File: config.mk
export PLATFORM = sky130hd
export DESIGN_NAME = multicycle_control_unit
export DESIGN_NICKNAME = d
export VERILOG_FILES = /design/src/rtl/multicycle_control_unit.sv
export SDC_FILE = /design/constraint.sdc
export NUM_CORES = 1
export LEC_CHECK = 0
export BUFFER_PORTS_ARGS = -buffer_cell sky130_fd_sc_hd__buf_2
export CORE_ASPECT_RATIO = 1.25
export CORE_UTILIZATION = 25
export CTS_CLUSTER_SIZE = 25
export DETAILED_ROUTE_END_ITERATION = 10
export SETUP_SLACK_MARGIN = 0.1
export SLEW_MARGIN = 15
export SYNTH_ARGS = -nofsm -noshare
export SYNTH_HDL_FRONTEND = slang
export SYNTH_SLANG_ARGS = --single-unit
File: constraint.sdc
create_clock -name clk -period 1.6 [get_ports clk]
set_input_delay 0.32 -clock clk [delete_from_list [all_inputs] [get_ports clk]]
set_output_delay 0.32 -clock clk [all_outputs]
set_load 0.01 [all_outputs]
File: src/rtl/multicycle_control_unit.sv
// Multicycle MIPS-style control FSM: drives datapath selects per state, memory waits on mem_ready.
// Ports: clk, reset_n (sync, active-low), opcode, mem_ready -> datapath controls, instr_done, state_dbg. Option: MC_ILLEGAL_TRAP_EN.
module multicycle_control_unit #(
  parameter int STATE_W = 4
) (
  input  logic               clk,
  input  logic               reset_n,
  input  logic [5:0]         opcode,
  input  logic               mem_ready,
  output logic               PCWrite,
  output logic               PCWriteCond,
  output logic               IorD,
  output logic               MemRead,
  output logic               MemWrite,
  output logic               MemtoReg,
  output logic               IRWrite,
  output logic               ALUSrcA,
  output logic               RegWrite,
  output logic               RegDst,
  output logic [1:0]         ALUOp,
  output logic [1:0]         ALUSrcB,
  output logic [1:0]         PCSource,
  output logic               instr_done,
  output logic [STATE_W-1:0] state_dbg
);

  typedef enum logic [STATE_W-1:0] {
    IDLE      = STATE_W'(0),
    FETCH     = STATE_W'(1),
    DECODE    = STATE_W'(2),
    MEM_ADDR  = STATE_W'(3),
    MEM_RD    = STATE_W'(4),
    MEM_WB    = STATE_W'(5),
    MEM_WR    = STATE_W'(6),
    R_EXEC    = STATE_W'(7),
    R_WB      = STATE_W'(8),
    ADDI_EXEC = STATE_W'(9),
    ADDI_WB   = STATE_W'(10),
    BRANCH    = STATE_W'(11),
    JUMP      = STATE_W'(12)
`ifdef MC_ILLEGAL_TRAP_EN
    , TRAP    = STATE_W'(13)
`endif
  } state_t;

  localparam logic [5:0] OP_R    = 6'b000000;
  localparam logic [5:0] OP_LW   = 6'b100011;
  localparam logic [5:0] OP_SW   = 6'b101011;
  localparam logic [5:0] OP_BEQ  = 6'b000100;
  localparam logic [5:0] OP_J    = 6'b000010;
  localparam logic [5:0] OP_ADDI = 6'b001000;

  state_t state;
  state_t next;

  always_ff @(posedge clk) begin
    if (!reset_n) state <= IDLE;
    else          state <= next;
  end

  assign state_dbg = state;

  always_comb begin
    next        = state;
    PCWrite     = 1'b0;
    PCWriteCond = 1'b0;
    IorD        = 1'b0;
    MemRead     = 1'b0;
    MemWrite    = 1'b0;
    MemtoReg    = 1'b0;
    IRWrite     = 1'b0;
    ALUSrcA     = 1'b0;
    RegWrite    = 1'b0;
    RegDst      = 1'b0;
    ALUOp       = 2'b00;
    ALUSrcB     = 2'b00;
    PCSource    = 2'b00;
    instr_done  = 1'b0;
    case (state)
      IDLE: next = FETCH;
      FETCH: begin
        MemRead = 1'b1;
        ALUSrcB = 2'b01;
        IRWrite = mem_ready;
        PCWrite = mem_ready;
        if (mem_ready) next = DECODE;
      end
      DECODE: begin
        ALUSrcB = 2'b11;
        case (opcode)
          OP_R:         next = R_EXEC;
          OP_LW, OP_SW: next = MEM_ADDR;
          OP_BEQ:       next = BRANCH;
          OP_J:         next = JUMP;
          OP_ADDI:      next = ADDI_EXEC;
          default: begin
`ifdef MC_ILLEGAL_TRAP_EN
            next = TRAP;
`else
            next       = FETCH;
            instr_done = 1'b1;
`endif
          end
        endcase
      end
      MEM_ADDR: begin
        ALUSrcA = 1'b1;
        ALUSrcB = 2'b10;
        // lw and sw differ only in opcode bit 3
        next = opcode[3] ? MEM_WR : MEM_RD;
      end
      MEM_RD: begin
        MemRead = 1'b1;
        IorD    = 1'b1;
        if (mem_ready) next = MEM_WB;
      end
      MEM_WB: begin
        RegWrite   = 1'b1;
        MemtoReg   = 1'b1;
        instr_done = 1'b1;
        next       = FETCH;
      end
      MEM_WR: begin
        MemWrite   = 1'b1;
        IorD       = 1'b1;
        instr_done = mem_ready;
        if (mem_ready) next = FETCH;
      end
      R_EXEC: begin
        ALUSrcA = 1'b1;
        ALUOp   = 2'b10;
        next    = R_WB;
      end
      R_WB: begin
        RegDst     = 1'b1;
        RegWrite   = 1'b1;
        instr_done = 1'b1;
        next       = FETCH;
      end
      ADDI_EXEC: begin
        ALUSrcA = 1'b1;
        ALUSrcB = 2'b10;
        ALUOp   = 2'b11;
        next    = ADDI_WB;
      end
      ADDI_WB: begin
        RegWrite   = 1'b1;
        instr_done = 1'b1;
        next       = FETCH;
      end
      BRANCH: begin
        ALUSrcA     = 1'b1;
        ALUOp       = 2'b01;
        PCWriteCond = 1'b1;
        PCSource    = 2'b01;
        instr_done  = 1'b1;
        next        = FETCH;
      end
      JUMP: begin
        PCWrite    = 1'b1;
        PCSource   = 2'b10;
        instr_done = 1'b1;
        next       = FETCH;
      end
`ifdef MC_ILLEGAL_TRAP_EN
      TRAP: next = TRAP;
`endif
      default: next = IDLE;
    endcase
  end

endmodule

==> flow_metrics.env, run 1 <==
export IMPL_dr_total_vias=777
export IMPL_path_clk_slew_ns=0.04
export IMPL_seq_area_frac_synth_pct=14.6
export IMPL_hold_violations=0
export IMPL_critPathSlowestCell="dfxtp_4"
export IMPL_setup_viol=7
export IMPL_drt_iter0_drc=22
export IMPL_grt_max_degree=10
export IMPL_timing_final_crit_share_pct=104
export IMPL_syn_to_final_growth_pct=86.5
export IMPL_ys_top_cells_by_area="dfxtp_1 (15%), nor2_1 (7.5%), buf_6 (6.2%), nand2b_1 (5.7%), a21oi_1 (5.5%)"
export IMPL_cts_max_level=1
export IMPL_arrival_ns=1.35
export IMPL_tightest_slew_ns=0.346
export IMPL_relSlewSlack_pct=76.8
export IMPL_critical_path_max_stage_delay_ns=0.36
export IMPL_ys_warnings_count=0
export IMPL_antenna_left=0
export IMPL_dieArea_um2=2380
export IMPL_path_cells="nand2b_2 > or2_4 > o211ai_1 > buf_2"
export IMPL_core_um2=2030
export IMPL_place_ws_ns=0.0106
export IMPL_start_util_pct=27.0
export IMPL_cts_buffers=3
export IMPL_final_util_pct=50.4
export IMPL_rows=18
export IMPL_drc_errors=4
export IMPL_netlist_instances=78
export IMPL_cts_tree="done"
export IMPL_drive_above_1_share_pct=59.5
export IMPL_synth_top_cell_by_area="dfxtp_1"
export IMPL_yosysMostFrequentCell="nor2_1"
export IMPL_cap_violations=0
export IMPL_vdd_drop_max_v=0.000273
export IMPL_postSynthRegisterBits=4
export IMPL_avgSynthCellArea_um2=7.03
export IMPL_drt_wl_total_um=1950
export IMPL_chipHeight_um=54.3
export IMPL_clk_latency_ns=0.25
export IMPL_grt_pass1_vias=669
export IMPL_die_w_um=43.9
export IMPL_power_density_nw_per_um2=449
export IMPL_critPathLaunchType="flip-flop"
export IMPL_ys_types=35
export IMPL_yosys_top_cells_count="nor2_1 (11), a21oi_1 (6), nand2b_1 (5), nor3_1 (5), o21ai_0 (5)"
export IMPL_slew_violations=0
export IMPL_max_clock_freq_mhz=600
export IMPL_dr_pass1_iters=7
export IMPL_cpLargestDelayFamily="simple AND/OR/NAND/NOR gates"
export IMPL_crit_required_ns=1.28
export IMPL_end_kind="output port"
export IMPL_track_usage_pct=17.4
export IMPL_clock_sinks=4
export IMPL_finalSetupTns_ns=-0.247
export IMPL_cp_buffers_inverters=1
export IMPL_rsz0062_at_grt="yes"
export IMPL_final_net_count=137
export IMPL_routedWlPerCell_um=13.4
export IMPL_status="finished, violations left"
export IMPL_ios=30
export IMPL_postSynth_asyncResetShare_pct=0
export IMPL_cp_max_fo=6
export IMPL_grt_antenna_before_repair=0
export IMPL_synth_top_flop_cell="dfxtp_1"
export IMPL_yosysTopAreaCellShare_pct=14.6
export IMPL_vias_per_cell=5.32
export IMPL_hpwl_um=1380
export IMPL_largest_register_ffs=4
export IMPL_hold_path_class="input port to flip-flop"
export IMPL_syn_nets=87
export IMPL_violations="DRC, setup timing"
export IMPL_root_buffer="clkbuf_4"
export IMPL_grt_first_pass_wirelength_um=3000
export IMPL_synthesis_area_um2=548
export IMPL_fin_skew_ns=0.00711
export IMPL_p_total_uw=459
export IMPL_numPortBuffers=29
export IMPL_crit_type="flip-flop to output port"
export IMPL_grt_overflow=0
export IMPL_whs_ns=0.337
export IMPL_leakagePower_nw=0.466
export IMPL_fin_crit_ns=1.67
export IMPL_diodes=0
export IMPL_fill_cells=187
export IMPL_synth_edf_count=0
export IMPL_place_congestion=0.860
export IMPL_setup_ws_ns=-0.0660
export IMPL_cts_buffer_depth=2
layer usage:
| layer | GRT usage (%) | vias to the layer above | wire length [um] | part of all wire [%] |
|---|---|---|---|---|
| met3 | 2.97 | 5 | 111 | 5.7 |
| li1 | - | 384 | - | - |
| met1 | 17.2 | 355 | 722 | 37 |
| met2 | 33.8 | 33 | 1080 | 55 |
| met5 | 0 | - | 0 | 0 |
| met4 | 10.1 | 0 | 38 | 1.9 |
power by group:
part           total [mW]  internal, mW  switching (mW)
clock               0.140        0.0848          0.0548
combinational       0.206        0.0999           0.106
sequential          0.114         0.104          0.0102
total               0.459         0.289           0.171
final timing paths:
kind                                           startpoint                        end  slack [ns]  depth (start not counted)
worst max-delay path            state_dbg[2]$_SDFFE_PN0P_                 instr_done       -0.07                          4
worst min register to register  state_dbg[2]$_SDFFE_PN0P_  state_dbg[2]$_SDFFE_PN0P_        0.66                          2
worst max register to register  state_dbg[3]$_SDFFE_PN0P_  state_dbg[2]$_SDFFE_PN0P_       -0.01                          7
worst min-delay path                              reset_n  state_dbg[3]$_SDFFE_PN0P_        0.34                          2
worst reg2reg max path, stage by stage, from the launching register on:
cell and delay [ns]:
dfxtp_4 0.35, buf_6 0.13, buf_6 0.11, buf_6 0.12, buf_4 0.14, o21a_1 0.17, o32a_1 0.28, a311oi_1 0.21
cell usage in the layout (no fill, tap or decap), types with 4 or more instances in the layout:
cell	count
nand2b_1	4
buf_6	12
o21ai_0	4
a21oi_1	5
buf_4	13
buf_2	25
nor2_1	7
stage by stage:
step           cells  cell area (um^2)
3_3_place_gp     134               773
4_1_cts          145               936
2_1_floorplan     78               563
6_report         146              1020
5_1_grt          146              1020
3_5_place_dp     134               773
area by class of cell:
| type | count | area [um^2] | share of cell area, % |
|---|---|---|---|
| tap | 20 | 25.0 | 2.45 |
| inverter | 3 | 11.3 | 1.10 |
| multi-input combinational | 65 | 493 | 48.2 |
| sequential | 4 | 92.6 | 9.06 |
| timing repair buffer | 51 | 378 | 37.0 |
| clock buffer | 3 | 22.5 | 2.20 |
timing repair:
action	4_1_cts	5_1_grt
resized for setup	25	13
pin swaps	7	4
setup endpoints to repair	15	17
hold buffers	0	0
buffers inserted	8	1
cells by family (layout without fill, tap and decap cells):
kind of cell	after synthesis	count (layout)	synth area share (%)
muxes	1	1	1.83
buffers and inverters	9	57	11.2
DFF	4	4	14.6
AOI/OAI and AO/OA	23	23	29.9
and+or+nand+nor	38	38	37.7
xor gates and xnor gates	3	3	4.80
(Power assumes the default switching activity.)
==> run 2, diff against run 1 <==
--- a/config.mk
+++ b/config.mk
@@ -6,7 +6,6 @@
 export NUM_CORES = 1
 export LEC_CHECK = 0
 export BUFFER_PORTS_ARGS = -buffer_cell sky130_fd_sc_hd__buf_2
-export CORE_ASPECT_RATIO = 1.25
 export CORE_UTILIZATION = 25
 export CTS_CLUSTER_SIZE = 25
 export DETAILED_ROUTE_END_ITERATION = 10
@@ -15,3 +14,4 @@
 export SYNTH_ARGS = -nofsm -noshare
 export SYNTH_HDL_FRONTEND = slang
 export SYNTH_SLANG_ARGS = --single-unit
+export TNS_END_PERCENT = 10
==> run 2 against run 1 <==
Against the previous run:
- the flow finishes with violations (setup timing)
- routed wire length decreased by 7.2%
- critical path depth grew 2
- die area about the same
- register-to-register slack better by 0.19 ns
- via count shrank 3.2%
- sequential power is essentially flat
- first-iteration DRC count stayed put
- clock skew shrank 0.0050 ns
- cell count is 1.4% higher
- hold slack improved by 0.0061 ns
==> flow_metrics.env, run 2 (synthesis gave the netlist of run 1 again) <==
export IMPL_timing_final_crit_share_pct=103
export IMPL_cap_violations=0
export IMPL_drt_iter0_drc=22
export IMPL_final_util_pct=45.3
export IMPL_clock_sinks=4
export IMPL_dr_total_vias=752
export IMPL_rrSetupSlack_ns=0.18
export IMPL_arrival_ns=1.32
export IMPL_grt_pass1_vias=664
export IMPL_cp_startpoint="state_dbg[3]$_SDFFE_PN0P_"
export IMPL_leakagePower_nw=0.430
export IMPL_grt_overflow=0
export IMPL_vdd_drop_max_v=0.000276
export IMPL_critPathLaunchType="flip-flop"
export IMPL_hpwl_um=1290
export IMPL_dr_pass1_iters=4
export IMPL_grt_first_pass_wirelength_um=3060
export IMPL_violations="setup timing"
export IMPL_holdCritStartpoint="reset_n"
export IMPL_place_congestion=0.849
export IMPL_numPortBuffers=29
export IMPL_final_net_count=132
export IMPL_slew_violations=0
export IMPL_setup_viol=3
export IMPL_die_w_um=48.8
export IMPL_p_total_uw=443
export IMPL_vias_per_cell=5.08
export IMPL_cts_hold_fix_buffers=0
export IMPL_routedWlPerCell_um=12.3
export IMPL_chipHeight_um=48.8
export IMPL_drc_errors=0
export IMPL_path_clk_slew_ns=0.04
export IMPL_fin_skew_ns=0.00207
export IMPL_crit_required_ns=1.28
export IMPL_clk_latency_ns=0.23
export IMPL_syn_to_final_growth_pct=65.5
export IMPL_cts_buffer_depth=2
export IMPL_dieArea_um2=2380
export IMPL_start_util_pct=27.4
export IMPL_r2r_start="state_dbg[3]$_SDFFE_PN0P_"
export IMPL_core_um2=2000
export IMPL_rows=16
export IMPL_grt_max_degree=10
export IMPL_setup_ws_ns=-0.0407
export IMPL_relSlewSlack_pct=71.0
export IMPL_crit_type="flip-flop to output port"
export IMPL_largest_register_ffs=4
export IMPL_ios=30
export IMPL_hold_violations=0
export IMPL_cts_tree="done"
export IMPL_drt_wl_total_um=1810
export IMPL_hold_path_class="input port to flip-flop"
export IMPL_track_usage_pct=16.2
export IMPL_cts_max_level=1
export IMPL_antenna_left=0
export IMPL_whs_ns=0.343
export IMPL_rsz0062_at_grt="yes"
export IMPL_end_kind="output port"
export IMPL_mostFrequentLayoutCells="buf_2 (29), buf_4 (12), nor2_1 (9)"
export IMPL_root_buffer="clkbuf_4"
export IMPL_power_density_nw_per_um2=488
export IMPL_diodes=0
export IMPL_cts_buffers=3
export IMPL_drive_above_1_share_pct=55.4
export IMPL_tightest_slew_ns=0.429
export IMPL_cp_max_fo=8
export IMPL_max_clock_freq_mhz=609
export IMPL_layout_commonest_cell="buf_2"
export IMPL_grt_antenna_before_repair=0
export IMPL_fin_crit_ns=1.64
export IMPL_status="finished, violations left"
==> run 2: worst max-delay path, stage by stage, from the launching register on <==
cell,delay [ns]
dfxtp_2,0.33
buf_6,0.14
nand2b_4,0.08
nor2_2,0.04
a311oi_2,0.24
o211ai_1,0.11
buf_2,0.15
==> run 2: metrics by stage <==
step           cell area (um^2)  cells  worst slack [ns]  TNS (ns)
6_report                    907    148           -0.0407   -0.0869
3_3_place_gp                769    140            0.0861         0
5_1_grt                     907    148           -0.0991    -0.352
2_1_floorplan               558     78            0.0987         0
3_5_place_dp                769    140            0.0474         0
4_1_cts                     892    148           -0.0444   -0.0881
==> run 2: cell type report <==
class                   count  area (um^2)
inverters                   3         11.3
fillers                   211         1090
repair buffers             46          292
flip-flops and latches      4         92.6
multi-input cells          65          455
well taps                  27         33.8
clock buffers               3         22.5
==> run 2: final timing paths <==
kind | to | cells past startpoint
min | state_dbg[3]$_SDFFE_PN0P_ | 2
max reg2reg | state_dbg[2]$_SDFFE_PN0P_ | 5
min reg2reg | state_dbg[1]$_SDFFE_PN0P_ | 3
max | instr_done | 6
==> run 2: per-layer routing <==
layer | vias up | part of all wire [%] | GRT usage, %
li1 | 373 | - | -
met5 | - | 0 | 0
met2 | 30 | 52 | 28.9
met3 | 4 | 5.1 | 2.80
met1 | 345 | 42 | 19.1
met4 | 0 | 1.3 | 5.88
==> run 2: where the power goes <==
group / switching (mW) / internal (mW)
Clock: 0.0422 / 0.0840
Sequential: 0.0110 / 0.106
Combinational: 0.0989 / 0.101
==> run 2: repair_timing <==
| item | in CTS | in global routing |
|---|---|---|
| endpoints found under the setup margin | 13 | 15 |
| setup buffers | 5 | 0 |
| resized for setup | 18 | 4 |
| pin swaps | 4 | 2 |
==> run 3, diff against run 2 <==
--- a/config.mk
+++ b/config.mk
@@ -5,6 +5,7 @@
 export SDC_FILE = /design/constraint.sdc
 export NUM_CORES = 1
 export LEC_CHECK = 0
+export ABC_AREA = 1
 export BUFFER_PORTS_ARGS = -buffer_cell sky130_fd_sc_hd__buf_2
 export CORE_UTILIZATION = 25
 export CTS_CLUSTER_SIZE = 25
==> run 3 against run 2 <==
Against the previous run:
- the run now ends clean
- synthesized area shrank 11%
- routed wire length shrank 4.1%
- hold slack gained 0.025 ns
- critical path depth grew 1
- die area shrank 11%
- register-to-register slack gained 0.14 ns
- global-route usage grew 2.0 points
- combinational power grew to 3.0 times the previous value
- utilization grew 4.5 points
- count of clock-buffer cells in the layout is the same
- critical path type unchanged
- highest routed layer unchanged
==> flow_metrics.env, run 3 <==
export IMPL_ys_warnings_count=0
export IMPL_cts_tree="done"
export IMPL_drt_wl_total_um=1740
export IMPL_vdd_drop_max_v=0.000382
export IMPL_core_um2=1780
export IMPL_drt_iter0_drc=13
export IMPL_drive_above_1_share_pct=53.6
export IMPL_crit_required_ns=1.28
export IMPL_clk_latency_ns=0.23
export IMPL_dr_total_vias=770
export IMPL_r2r_start="state_dbg[2]$_SDFFE_PN0P_"
export IMPL_tightest_slew_ns=0.206
export IMPL_setup_viol=0
export IMPL_synthesis_area_um2=488
export IMPL_numPortBuffers=29
export IMPL_grt_overflow=0
export IMPL_yosysTopAreaCellShare_pct=18.5
export IMPL_grt_max_degree=7
export IMPL_ys_top_cells_by_area="nand2_1 (18%), dfxtp_1 (16%), inv_1 (13%), nor2_1 (11%), nand3_1 (8.2%)"
export IMPL_netlist_instances=94
export IMPL_busiest_layer="met2"
export IMPL_grt_pass1_vias=689
export IMPL_cts_buffers=3
export IMPL_place_area_um2=709
export IMPL_end_kind="output port"
export IMPL_antenna_left=0
export IMPL_max_clock_freq_mhz=629
export IMPL_routedWlPerCell_um=10.5
export IMPL_rows=15
export IMPL_reg2reg_to="state_dbg[2]$_SDFFE_PN0P_"
export IMPL_slew_violations=0
export IMPL_avgSynthCellArea_um2=5.19
export IMPL_grt_use_met1_pct=20.0
export IMPL_root_buffer="clkbuf_4"
export IMPL_chipHeight_um=46.2
export IMPL_syn_nets=103
export IMPL_diodes=0
export IMPL_postSynthRegisterBits=4
export IMPL_start_util_pct=27.4
export IMPL_grtUsageMet2_pct=32.1
export IMPL_rsz0062_at_grt="yes"
export IMPL_yosys_top_cells_count="nand2_1 (24), inv_1 (17), nor2_1 (14), nand3_1 (8), a21oi_1 (6)"
export IMPL_hold_path_end="state_dbg[3]$_SDFFE_PN0P_"
export IMPL_path_clk_slew_ns=0.04
export IMPL_synth_top_cell_by_area="nand2_1"
export IMPL_rrSetupSlack_ns=0.32
export IMPL_critPathLaunchType="flip-flop"
export IMPL_final_net_count=151
export IMPL_met3_usage_pct=5.10
export IMPL_min_path_cells=3
export IMPL_track_usage_pct=18.1
export IMPL_final_area_um2=888
export IMPL_holdCritStartpoint="reset_n"
export IMPL_clock_sinks=4
export IMPL_ios=30
export IMPL_grt_antenna_before_repair=0
export IMPL_postSynth_asyncResetShare_pct=0
export IMPL_timing_final_crit_share_pct=99.4
export IMPL_largest_register_ffs=4
export IMPL_ys_types=19
export IMPL_seq_area_frac_synth_pct=16.4
export IMPL_hold_violations=0
export IMPL_drc_errors=0
export IMPL_die_w_um=46.2
export IMPL_status="finished, final reports clean"
export IMPL_fin_skew_ns=0.000648
export IMPL_vias_per_cell=4.67
export IMPL_place_congestion=0.837
export IMPL_arrival_ns=1.27
export IMPL_synth_top_flop_cell="dfxtp_1"
export IMPL_cts_hold_fix_buffers=0
export IMPL_finalSetupTns_ns=0
export IMPL_relSlewSlack_pct=86.2
export IMPL_hold_path_class="input port to flip-flop"
export IMPL_dr_pass1_iters=4
export IMPL_power_density_nw_per_um2=1000
export IMPL_cts_buffer_depth=2
export IMPL_cts_max_level=1
export IMPL_fin_crit_ns=1.59
export IMPL_grt_first_pass_wirelength_um=2750
export IMPL_dieArea_um2=2130
export IMPL_leakagePower_nw=0.505
export IMPL_cp_max_fo=6
export IMPL_ff2ff_path_depth=9
export IMPL_crit_type="flip-flop to output port"
export IMPL_syn_to_final_growth_pct=82.1
export IMPL_yosysMostFrequentCell="nand2_1"
export IMPL_cap_violations=0
export IMPL_hpwl_um=1260
export IMPL_layout_commonest_cell="buf_2"
export IMPL_mostFrequentLayoutCells="buf_2 (29), nand2_1 (20), inv_1 (14)"
export IMPL_synth_edf_count=0
-- run 3: changes by cell type in the layout (fill, tap and decap cells not counted), sizes merged, moves of 3 or more --
cell / delta
nor2: +8
a311oi: -3
inv: +15
nor3: -4
nand2b: -6
nand2: +21
nand3: +6
-- run 3: worst max-delay path by stage --
stage                         startpoint          to  slack, ns  cells past startpoint
2_1_floorplan  state_dbg[0]$_SDFFE_PN0P_     PCWrite        0.1                      5
3_3_place_gp                   opcode[3]  instr_done       0.07                      9
3_5_place_dp                   opcode[3]  instr_done       0.07                      9
4_1_cts        state_dbg[3]$_SDFFE_PN0P_  instr_done      -0.01                      7
5_1_grt        state_dbg[0]$_SDFFE_PN0P_  instr_done      -0.06                      7
6_report       state_dbg[0]$_SDFFE_PN0P_     IRWrite       0.01                      7
-- run 3: stage by stage --
step	util (%)	hold WS (ns)	total power, mW	std cells	worst slack [ns]
finish	49.8	0.368	0.892	165	0.00996
global route	49.8	0.357	0.972	165	-0.0643
CTS	48.4	0.364	0.852	165	-0.00990
detailed placement	39.8	0.575	0.604	154	0.0740
global placement	39.8	0.562	0.601	154	0.0669
floorplan	-	0.491	0.414	94	0.0986
-- run 3: final cells by class --
cell class              instances  area (um^2)
well taps                      25         31.3
repair buffers                 44          265
multi-input cells              71          402
flip-flops and latches          4         95.1
clock buffers                   3         22.5
fillers                       183          895
inverters                      18         72.6
-- run 3: cell families (layout without fill, tap and decap cells) --
group / after synthesis / in the layout / synth area share (%)
simple gates: 55 / 55 / 49.7
buf+inv: 19 / 65 / 15.4
compound gates: 16 / 16 / 18.5
flops: 4 / 4 / 16.4
-- run 3: power by group --
part | switching (mW) | internal (mW) | total (mW) | leakage, nW
Combinational | 0.333 | 0.268 | 0.602 | 0.456
Clock | 0.0402 | 0.0838 | 0.124 | 0.0138
Sequential | 0.0385 | 0.128 | 0.167 | 0.0356
Total | 0.412 | 0.480 | 0.892 | 0.505
-- run 3: what timing repair did --
| action | 4_1_cts | 5_1_grt |
|---|---|---|
| endpoints found under the setup margin | 17 | 13 |
| setup buffers | 8 | 0 |
| gates resized for setup | 28 | 9 |
| pin swaps | 7 | 4 |
-- run 3: critical path, cell delays in order, from the launching register on --
cell	delay (ns)
dfxtp_4	0.38
inv_4	0.05
nor2_4	0.11
nand2_2	0.09
nor2_4	0.10
inv_2	0.06
nor2_1	0.10
buf_2	0.14
-- run 3: layer usage --
metal | wire length (um) | up-vias | share of wire, %
met1 | 735 | 351 | 42
met2 | 899 | 28 | 52
met4 | 19 | 0 | 1.1
li1 | - | 389 | -
met3 | 84 | 2 | 4.8
met5 | 0 | - | 0
